<file path="src/rtl/result_requant_drain.sv">
// Result requantizer and row drain.
// Captures a final accumulator vector from the mesh and converts each row to a
// signed DW value (round-half-up, arithmetic shift, saturate). Rows are then
// streamed out one per cycle, row 0 first, over a valid/ready handshake.
module result_requant_drain #(
  parameter int ROWS    = 8,
  parameter int ACC_W   = 16,
  parameter int DW      = 8,
  parameter int ROW_W   = 3,
  parameter int SHIFT_W = 4
) (
  input  logic                    clk,
  input  logic                    rst_n,
  input  logic                    res_valid,
  input  logic [ROWS*ACC_W-1:0]   result_flat,
  input  logic [SHIFT_W-1:0]      shift,
  output logic                    out_valid,
  input  logic                    out_ready,
  output logic [DW-1:0]           out_data,
  output logic [ROW_W-1:0]        out_row,
  output logic                    out_last,
  output logic                    busy,
  output logic                    overrun
);

  typedef enum logic {IDLE, DRAIN} state_t;

  localparam logic signed [ACC_W:0] SAT_HI = (ACC_W+1)'((2 ** (DW - 1)) - 1);
  localparam logic signed [ACC_W:0] SAT_LO = ~SAT_HI;

  // Add the half-LSB rounding constant and shift; one extra bit keeps the sum from wrapping.
  function automatic logic signed [ACC_W:0] round_shift(input logic signed [ACC_W-1:0] a,
                                                        input logic [SHIFT_W-1:0] s_in);
    int s;
    logic signed [ACC_W:0] rnd;
    logic signed [ACC_W:0] sum;
    s = int'(s_in);
    if (s > ACC_W) s = ACC_W;
    rnd = '0;
    if (s != 0) rnd = (ACC_W+1)'(1) << (s - 1);
    sum = {a[ACC_W-1], a} + rnd;
    return sum >>> s;
  endfunction

  // Clip the shifted value into the signed DW output range.
  function automatic logic signed [DW-1:0] saturate(input logic signed [ACC_W:0] t);
    if (t > SAT_HI) return SAT_HI[DW-1:0];
    if (t < SAT_LO) return SAT_LO[DW-1:0];
    return t[DW-1:0];
  endfunction

  function automatic logic signed [DW-1:0] requant(input logic signed [ACC_W-1:0] a,
                                                   input logic [SHIFT_W-1:0] s_in);
    return saturate(round_shift(a, s_in));
  endfunction

  state_t                  state, next_state;
  logic signed [ACC_W-1:0] buf_p0 [ROWS];
  logic [SHIFT_W-1:0]      shift_p0;
  logic                    hs, last_hs, capture, advance, finish, drop;
  logic [ROW_W-1:0]        nxt_row;

  assign hs      = out_valid & out_ready;
  assign last_hs = hs & out_last;
  assign nxt_row = out_row + ROW_W'(1);
  assign busy    = (state == DRAIN);

  // Next-state and control decode.
  always_comb begin
    next_state = state;
    capture    = 1'b0;
    advance    = 1'b0;
    finish     = 1'b0;
    drop       = 1'b0;
    case (state)
      IDLE: begin
        if (res_valid) begin
          capture    = 1'b1;
          next_state = DRAIN;
        end
      end
      DRAIN: begin
        if (hs && !out_last) advance = 1'b1;
        if (last_hs) begin
          if (res_valid) capture = 1'b1;
          else begin
            finish     = 1'b1;
            next_state = IDLE;
          end
        end else if (res_valid) begin
          drop = 1'b1;
        end
      end
      default: next_state = IDLE;
    endcase
  end

  // State register.
  always_ff @(posedge clk or negedge rst_n) begin
    if (!rst_n) state <= IDLE;
    else        state <= next_state;
  end

  // Stage p0: holding buffer, written only at capture so later input changes are ignored.
  always_ff @(posedge clk) begin
    if (capture) begin
      for (int i = 0; i < ROWS; i++) buf_p0[i] <= result_flat[i*ACC_W +: ACC_W];
      shift_p0 <= shift;
    end
  end

  // Stage p1: output row register; holds while stalled.
  always_ff @(posedge clk or negedge rst_n) begin
    if (!rst_n) begin
      out_valid <= 1'b0;
      out_data  <= '0;
      out_row   <= '0;
      out_last  <= 1'b0;
      overrun   <= 1'b0;
    end else begin
      overrun <= drop;
      if (capture) begin
        out_valid <= 1'b1;
        out_data  <= requant(result_flat[ACC_W-1:0], shift);
        out_row   <= '0;
        out_last  <= (ROWS == 1);
      end else if (advance) begin
        out_data  <= requant(buf_p0[nxt_row], shift_p0);
        out_row   <= nxt_row;
        out_last  <= (nxt_row == ROW_W'(ROWS - 1));
      end else if (finish) begin
        out_valid <= 1'b0;
        out_last  <= 1'b0;
      end
    end
  end

endmodule

</file>
<file path="config.mk">
export PLATFORM = sky130hd
export DESIGN_NAME = result_requant_drain
export DESIGN_NICKNAME = d
export VERILOG_FILES = /design/src/rtl/result_requant_drain.sv
export SDC_FILE = /design/constraint.sdc
export NUM_CORES = 1
export LEC_CHECK = 0
export ABC_AREA = 1
export CAP_MARGIN = 25
export CORE_MARGIN = 4
export CORE_UTILIZATION = 60
export CTS_CLUSTER_SIZE = 8
export DETAILED_ROUTE_END_ITERATION = 6
export PLACE_DENSITY = 0.87
export SLEW_MARGIN = 20
export SYNTH_ARGS = -nofsm -noshare
export SYNTH_HDL_FRONTEND = slang
export SYNTH_SLANG_ARGS = --single-unit
</file>
<file path="constraint.sdc">
create_clock -name clk -period 13.7 [get_ports clk]
set_input_delay 1.37 -clock clk [delete_from_list [all_inputs] [get_ports clk]]
set_output_delay 1.37 -clock clk [all_outputs]
set_load 0.01 [all_outputs]
</file>
==> After elaboration in Yosys (flattened, before gate mapping) <==
Memory sizes are Yosys's and may differ from the RTL's.
Index checks and enable logic that the tools add are counted.
{ "classes": {"mux": 48, "n_eq_ne": 2, "reduce_logical": 8, "addsub": 5, "n_bitwise": 3, "shift": 4, "order_cmp": 4} }
{ "ops": {"columns": ["op", "count"], "rows": [
  ["$mux 17", 5],
  ["$mux 8", 10],
  ["$shl 1x32->17 const A", 2],
  ["$add 17x17->17", 2],
  ["$gt 17x8->1 const B", 2],
  ["$lt 17x8->1 const B", 2],
  ["$sshr 17x4->17", 2],
  ["$mux 1", 29],
  ["$sub 4x1->5 const B", 2],
  ["$reduce_bool 4->1", 2],
  ["$mux 3", 2],
  ["$pmux 1 s2", 2],
  ["$reduce_bool 2->1", 2],
  ["$add 3x1->3 const B", 1],
  ["$eq 3x3->1 const B", 1],
  ["$reduce_bool 3->1", 1],
  ["$and 1x1->1", 2],
  ["$ne 2x2->1 const B", 1],
  ["$reduce_and 2->1", 1],
  ["$logic_and 1x1->1", 1],
  ["$logic_not 1->1", 1],
  ["$not 1->1", 1]
]} }
{ "totals": {"word_cells": 82, "reg_bits": 19, "memories": 1, "mem_bits_rw": 128, "out_inout_bits": 15} }
{ "mem_list": {"columns": ["memory", "words", "word_bits", "read_ports", "rd_clocked_by_memory_dff", "wr", "line", "rtl"], "rows": [
  ["buf_p0", 8, 16, 1, 0, 8, "58", "logic signed [ACC_W-1:0] buf_p0 [ROWS];"]
]} }

==> Longest topological paths before layout <==
{ "depth": {"ltp_word": 19, "mapped_depth": 35} }

==> Worst setup path before layout <==
Ideal clock, no wire load.
{ "synth_timing": {"path_kind": "input to register", "from": "in out_ready", "to": "reg out_data[0]", "n_path_buf": 1, "slack_ps": 8250, "required_ps": 13624, "stages": 8, "arrival_ps": 5375, "cell_sequence": "nand3_1 nand2_1 nand2_1 clkinv_1 nor2_1 clkbuf_1 nand2_1 nand3_1"} }
{ "synth_via": {"elab_chain_cells": 5} }
{ "synth_rtl": {"columns": ["element", "line", "rtl"], "rows": [
  ["start: declaration", "18", "input logic out_ready,"],
  ["$and 1x1->1 (*)", "63", "assign hs = out_valid & out_ready;"],
  ["$and 1x1->1 (*)", "64", "assign last_hs = hs & out_last;"],
  ["$mux 1 (*)", "84", "if (last_hs) begin"],
  ["$pmux 1 s2 (*)", "75", "case (state)"],
  ["via capture", "60", "logic hs, last_hs, capture, advance, finish, drop;"],
  ["$mux 8 / $reduce_bool 2->1 (equally long branches)", null, null],
  ["end signal: assignment", "124", "out_data <= requant(result_flat[ACC_W-1:0], shift);"],
  ["end signal: assignment", "128", "out_data <= requant(buf_p0[nxt_row], shift_p0);"],
  ["end: declaration", "19", "output logic [DW-1:0] out_data,"]
]} }
Mark *: on every way through the listed nets, which the timed path passes. The rest lies on a longest branch.
A chain may end at the register's enable or synchronous reset.

==> Worst setup path after layout <==
{ "layout_timing": {"from": "in shift[1]", "to": "reg out_data[3]"} }
{ "layout_via": {"elab_chain_cells": 13} }
{ "layout_rtl": {"columns": ["element", "line", "rtl"], "rows": [
  ["start: declaration", "16", "input logic [SHIFT_W-1:0] shift,"],
  ["$sub 4x1->5", "40", "if (s != 0) rnd = (ACC_W+1)'(1) << (s - 1);"],
  ["$shl 1x32->17", "40", null],
  ["$mux 17", "40", null],
  ["$mux 17", "122", "if (capture) begin"],
  ["$add 17x17->17", "41", "sum = {a[ACC_W-1], a} + rnd;"],
  ["$sshr 17x4->17 (*)", "42", "return sum >>> s;"],
  ["$lt 17x8->1", "48", "if (t < SAT_LO) return SAT_LO[DW-1:0];"],
  ["$mux 1 (2 in a row)", "48", null],
  ["$mux 1", "122", null],
  ["$mux 8", "49", "return t[DW-1:0];"],
  ["$mux 8 (*)", "48", null],
  ["$mux 8 (*)", "122", null]
]} }
Mark *: on every way between the ends. The rest lies on a longest branch, timed or not. The select of a mux whose other input is x is not followed.

==> flow_summary.html <==
<table>
<tr><th>Metric</th><th>Value</th></tr>
<tr><th colspan="2">Outcome</th></tr>
<tr><td>Outcome</td><td>finished, final reports clean</td></tr>
<tr><th colspan="2">STA</th></tr>
<tr><td>Post-route clock period utilization</td><td>46.9%</td></tr>
<tr><td>Final Worst Setup Slack</td><td>7280 ps</td></tr>
<tr><td>Slew at the pin closest to its max-slew limit</td><td>roughly 900 ps</td></tr>
<tr><td>Achievable Freq</td><td>0.156 GHz</td></tr>
<tr><td>Minimum clock period after layout</td><td>between 6000 and 7000 ps</td></tr>
<tr><td>Final setup viols</td><td>0</td></tr>
<tr><td>RSZ-0062 raised after global routing</td><td>false</td></tr>
<tr><td>Final Hold Vio Count</td><td>0</td></tr>
<tr><td>Worst-case clock skew</td><td>11.6 ps</td></tr>
<tr><td>Final setup TNS</td><td>0 ps</td></tr>
<tr><td>Final slew viol count</td><td>0</td></tr>
<tr><td>Tightest slew margin relative to the limit</td><td>40.5%</td></tr>
<tr><th colspan="2">Yosys</th></tr>
<tr><td>Share of flip-flops with an asynchronous set or reset after synthesis</td><td>between 10% and 20%</td></tr>
<tr><td>Compound-gate portion of the synthesized area</td><td>approximately 6.2%</td></tr>
<tr><td>Number of register bits inferred by synthesis</td><td>147</td></tr>
<tr><td>Post-synthesis instance area</td><td>slightly above 0.01 mm²</td></tr>
<tr><td>Sequential fraction of the synthesis area</td><td>42.9%</td></tr>
<tr><td>Synthesized-area fraction occupied by adder cells</td><td>4.97%</td></tr>
<tr><td>Combinational family with the most area after synthesis</td><td>simple AND/OR/NAND/NOR gates</td></tr>
<tr><td>Post-Synthesis Cells</td><td>around 1400</td></tr>
<tr><td>Post-synthesis share of cell area spent on xor and xnor gates</td><td>1.47%</td></tr>
<tr><td>Number of enable flip-flop cells after synthesis</td><td>132</td></tr>
<tr><td>Dominant synthesized flop cell</td><td>sky130_fd_sc_hd__edfxtp_1</td></tr>
<tr><td>Basic-gate share of the synthesized area counting and, or, nand and nor cells</td><td>36.9%</td></tr>
<tr><td>Unique masters post-synth</td><td>37</td></tr>
<tr><td>Number of nets produced by synthesis</td><td>1538</td></tr>
<tr><td>Multiplexer fraction of the synthesized cell area</td><td>0.297%</td></tr>
<tr><td>Mean instance size in the synthesized netlist</td><td>7.42 µm²</td></tr>
<tr><td>Count of yosys warnings during synthesis</td><td>0</td></tr>
<tr><th colspan="2">Pwr</th></tr>
<tr><td>Switch share</td><td>47.2%</td></tr>
<tr><td>Share of power burned in combinational logic</td><td>57.1%</td></tr>
<tr><td>Switching power of the nets</td><td>~1.1 mW</td></tr>
<tr><td>Maximum ir drop on the vdd rail</td><td>0.187 mV</td></tr>
<tr><td>Clock network fraction of total power</td><td>between 15 and 20%</td></tr>
<tr><td>Leakage</td><td>5.52 nW</td></tr>
<tr><td>Power per standard cell area</td><td>192 mW/mm²</td></tr>
<tr><td>Sequential fraction of design power</td><td>between 20% and 30%</td></tr>
<tr><td>Internal</td><td>1.24 mW</td></tr>
<tr><th colspan="2">Final layout</th></tr>
<tr><td>Filler cell count</td><td>1300</td></tr>
<tr><td>Final cell area excluding filler cells</td><td>0.0123 mm²</td></tr>
<tr><td>Layout cell share with drive strength beyond 1</td><td>4.74%</td></tr>
<tr><td>Final cell utilization of the core</td><td>74.2%</td></tr>
<tr><td>P&amp;R area growth vs syn</td><td>21.3%</td></tr>
<tr><td>Total Nets Final</td><td>1661</td></tr>
<tr><th colspan="2">Setup path</th></tr>
<tr><td>Element type at the critical path start</td><td>primary input</td></tr>
<tr><td>Gate family responsible for the most delay along the worst path</td><td>simple AND/OR/NAND/NOR gates</td></tr>
<tr><td>Crit-path max FO</td><td>23</td></tr>
<tr><td>Slack of the worst reg-to-reg path</td><td>roughly 7400 ps</td></tr>
<tr><td>Critical setup path kind</td><td>primary input to register</td></tr>
<tr><td>Critical Path End Type</td><td>register</td></tr>
<tr><td>Buffering stage count on the worst path with inverters included</td><td>3</td></tr>
<tr><td>FF-to-FF path depth</td><td>30</td></tr>
<tr><td>Data required time of the worst path</td><td>14060 ps</td></tr>
<tr><td>CP arrival</td><td>6780 ps</td></tr>
<tr><td>Library cell appearing most often on the critical path</td><td>sky130_fd_sc_hd__nand2_1</td></tr>
<tr><td>Source of the worst register-to-register timing path</td><td>out_row[0]</td></tr>
<tr><td>Cell count along the critical path</td><td>30</td></tr>
<tr><td>End of the worst register-to-register path</td><td>out_data[6]</td></tr>
<tr><td>Worst path max stage delay</td><td>1020 ps</td></tr>
<tr><td>Slowest cell on the critical path</td><td>sky130_fd_sc_hd__clkdlybuf4s50_1</td></tr>
<tr><th colspan="2">Routing</th></tr>
<tr><td>Total number of vias</td><td>slightly below 10000</td></tr>
<tr><td>Post-detailed-route DRC marker count</td><td>0</td></tr>
<tr><td>Routed WL per cell</td><td>17.3 µm</td></tr>
<tr><td>First drt pass iteration count</td><td>5</td></tr>
<tr><td>Via count normalized by instance count</td><td>5.71</td></tr>
<tr><td>Post-Route WL</td><td>29900 µm</td></tr>
<tr><td>Number of antenna-violating nets in the routed design</td><td>0</td></tr>
<tr><td>Initial DRC count</td><td>roughly 1000</td></tr>
<tr><th colspan="2">Place</th></tr>
<tr><td>Buffers on Ports</td><td>150</td></tr>
<tr><td>Instance area at placement</td><td>~0.012 mm²</td></tr>
<tr><td>Post-detail-place hpwl</td><td>22600 µm</td></tr>
<tr><td>Worst setup slack after placement</td><td>7020 ps</td></tr>
<tr><td>Gp weighted congestion</td><td>around 1.0</td></tr>
<tr><th colspan="2">Hold path</th></tr>
<tr><td>Kind of path behind the tightest hold check</td><td>register to register</td></tr>
<tr><td>Min-Delay Startpoint</td><td>out_data[7]</td></tr>
<tr><td>Min-Delay Endpoint</td><td>out_data[7]</td></tr>
<tr><td>Hold Crit Depth</td><td>2</td></tr>
<tr><th colspan="2">GRT</th></tr>
<tr><td>Maximum number of pins on one net before global-route repair</td><td>76</td></tr>
<tr><td>Remaining global-route overflow</td><td>0</td></tr>
<tr><td>First-pass GRT wire length</td><td>46400 µm</td></tr>
<tr><td>Global Route Usage Sum</td><td>32.0%</td></tr>
<tr><td>Number of antenna violations at the first check in global routing</td><td>4</td></tr>
<tr><td>Via count of the first global-routing pass</td><td>9124</td></tr>
<tr><th colspan="2">Floorplan</th></tr>
<tr><td>Placement row count</td><td>47</td></tr>
<tr><td>Starting utilization of the core area</td><td>61.2%</td></tr>
<tr><td>Ports placed on the boundary</td><td>151</td></tr>
<tr><td>Die Span Y</td><td>138 µm</td></tr>
<tr><td>Die X</td><td>138 µm</td></tr>
<tr><td>Floorplan Core Area</td><td>0.0165 mm²</td></tr>
<tr><td>Die outline area</td><td>0.0190 mm²</td></tr>
<tr><th colspan="2">Job</th></tr>
<tr><td>Count of max-cap constraint violations</td><td>0</td></tr>
<tr><th colspan="2">Clocking</th></tr>
<tr><td>Clock edge transition at the registers on the reported setup and hold paths</td><td>~60 ps</td></tr>
<tr><td>Clk root buf</td><td>sky130_fd_sc_hd__clkbuf_16</td></tr>
<tr><td>Setup Fix Bufs, Post-CTS</td><td>0</td></tr>
<tr><td>TritonCTS Buffers</td><td>17</td></tr>
<tr><td>Clk buf depth</td><td>2</td></tr>
<tr><td>Skew-Pair Late Insertion Delay</td><td>430 ps</td></tr>
<tr><td>Number of clock sinks seen by CTS</td><td>147</td></tr>
<tr><td>Number of buffers inserted for hold repair after clock tree synthesis</td><td>0</td></tr>
<tr><td>TritonCTS clock tree</td><td>done</td></tr>
<tr><td>Total of cells resized after clock tree synthesis</td><td>0</td></tr>
<tr><td>H-tree depth reported by CTS</td><td>4</td></tr>
</table>
-- flip-flops by register name (all words and copies together), names as in the netlist --
name       count
out_last       1
overrun        1
out_valid      1
out_row        3
out_data       8
busy           1
buf_p0       128
shift_p0       4
-- metrics by stage --
step                      total power, mW  instances  hold WS, ps
after detailed placement             1.90       1687          487
after global routing                 2.53       1721          509
final                                2.35       1721          501
after CTS                            2.34       1718          505
after global placement               1.88       1687          481
after floorplan                      1.52       1363          515
-- placed cells by master, fill, tap and decap left out, types with 10 or more instances in the layout --
master / synthesis / final
sky130_fd_sc_hd__a21oi_1: 53 / 53
sky130_fd_sc_hd__a32o_1: 15 / 15
sky130_fd_sc_hd__clkbuf_16: 0 / 17
sky130_fd_sc_hd__clkdlybuf4s50_1: 0 / 150
sky130_fd_sc_hd__dfrtp_1: 15 / 14
sky130_fd_sc_hd__edfxtp_1: 132 / 132
sky130_fd_sc_hd__ha_1: 37 / 37
sky130_fd_sc_hd__inv_1: 126 / 126
sky130_fd_sc_hd__nand2_1: 481 / 481
sky130_fd_sc_hd__nand2_2: 12 / 12
sky130_fd_sc_hd__nand3_1: 247 / 247
sky130_fd_sc_hd__nand4_1: 20 / 20
sky130_fd_sc_hd__nor2_1: 83 / 83
sky130_fd_sc_hd__o21ai_0: 21 / 21
sky130_fd_sc_hd__xor2_1: 10 / 10
-- worst reg2reg max path: cells and delay by family (launching register included) --
family,cells,cell delay [ps]
AOI/OAI and AO/OA,3,660
adders and majority gates,3,1590
buffers and inverters,4,1620
DFF,1,340
and+or+nand+nor,20,1960
-- power groups by stage --
stage | sequential (mW) | combinational [mW] | clock [mW]
global route | 0.577 | 1.50 | 0.458
floorplan | 0.588 | 0.935 | 0
CTS | 0.572 | 1.33 | 0.436
finish | 0.573 | 1.34 | 0.436
detailed placement | 0.581 | 1.32 | 0
global placement | 0.580 | 1.30 | 0
-- cell type report --
class / instances / area, µm² / area share, %
multi-input cells: 1029 / 5040 / 41.1
diodes: 3 / 7.51 / 0.0612
inverters: 135 / 509 / 4.15
flip-flops and latches: 147 / 4340 / 35.4
repair buffers: 156 / 1550 / 12.6
clock inverters: 14 / 118 / 0.959
clock buffers: 17 / 425 / 3.47
well taps: 220 / 275 / 2.24
-- worst max-delay path by stage --
stage / start / to / slack (ps)
floorplan: out_ready / out_data[0] / 8250
global placement: shift[1] / out_data[4] / 7110
detailed placement: shift[1] / out_data[4] / 7020
CTS: shift[1] / out_data[1] / 7420
global route: shift[1] / out_data[4] / 6790
finish: shift[1] / out_data[3] / 7280
-- cells by family after synthesis --
group,after synthesis
and+or+nand+nor,866
buffers and inverters,187
DFF,147
AOI/OAI and AO/OA,104
adders and majority gates,39
xor gates and xnor gates,17
muxes,3
-- cell usage after synthesis (all sizes together) (4+ instances only) --
library cell,count,area share [%]
a21oi,53,2.6
a32o,15,1.5
and2,6,0.37
buf,21,1.1
clkbuf,31,1.2
dfrtp,15,3.7
edfxtp,132,39
ha,37,4.6
inv,132,4.9
nand2,495,19
nand3,253,13
nand4,20,1.2
nor2,86,3.3
nor3,4,0.25
o211ai,4,0.30
o21ai,25,1.2
xnor2,7,0.61
xor2,10,0.87
-- per-layer routing --
layer,up-vias,part of all wire [%],wire length (µm),track usage [%]
met1,4520,41,12300,42.0
li1,4801,-,-,-
met4,2,3.0,892,10.9
met2,432,48,14400,54.2
met3,67,7.7,2280,5.00
met5,-,0.023,7,0
Note: power is estimated with default switching activity, not from simulation.
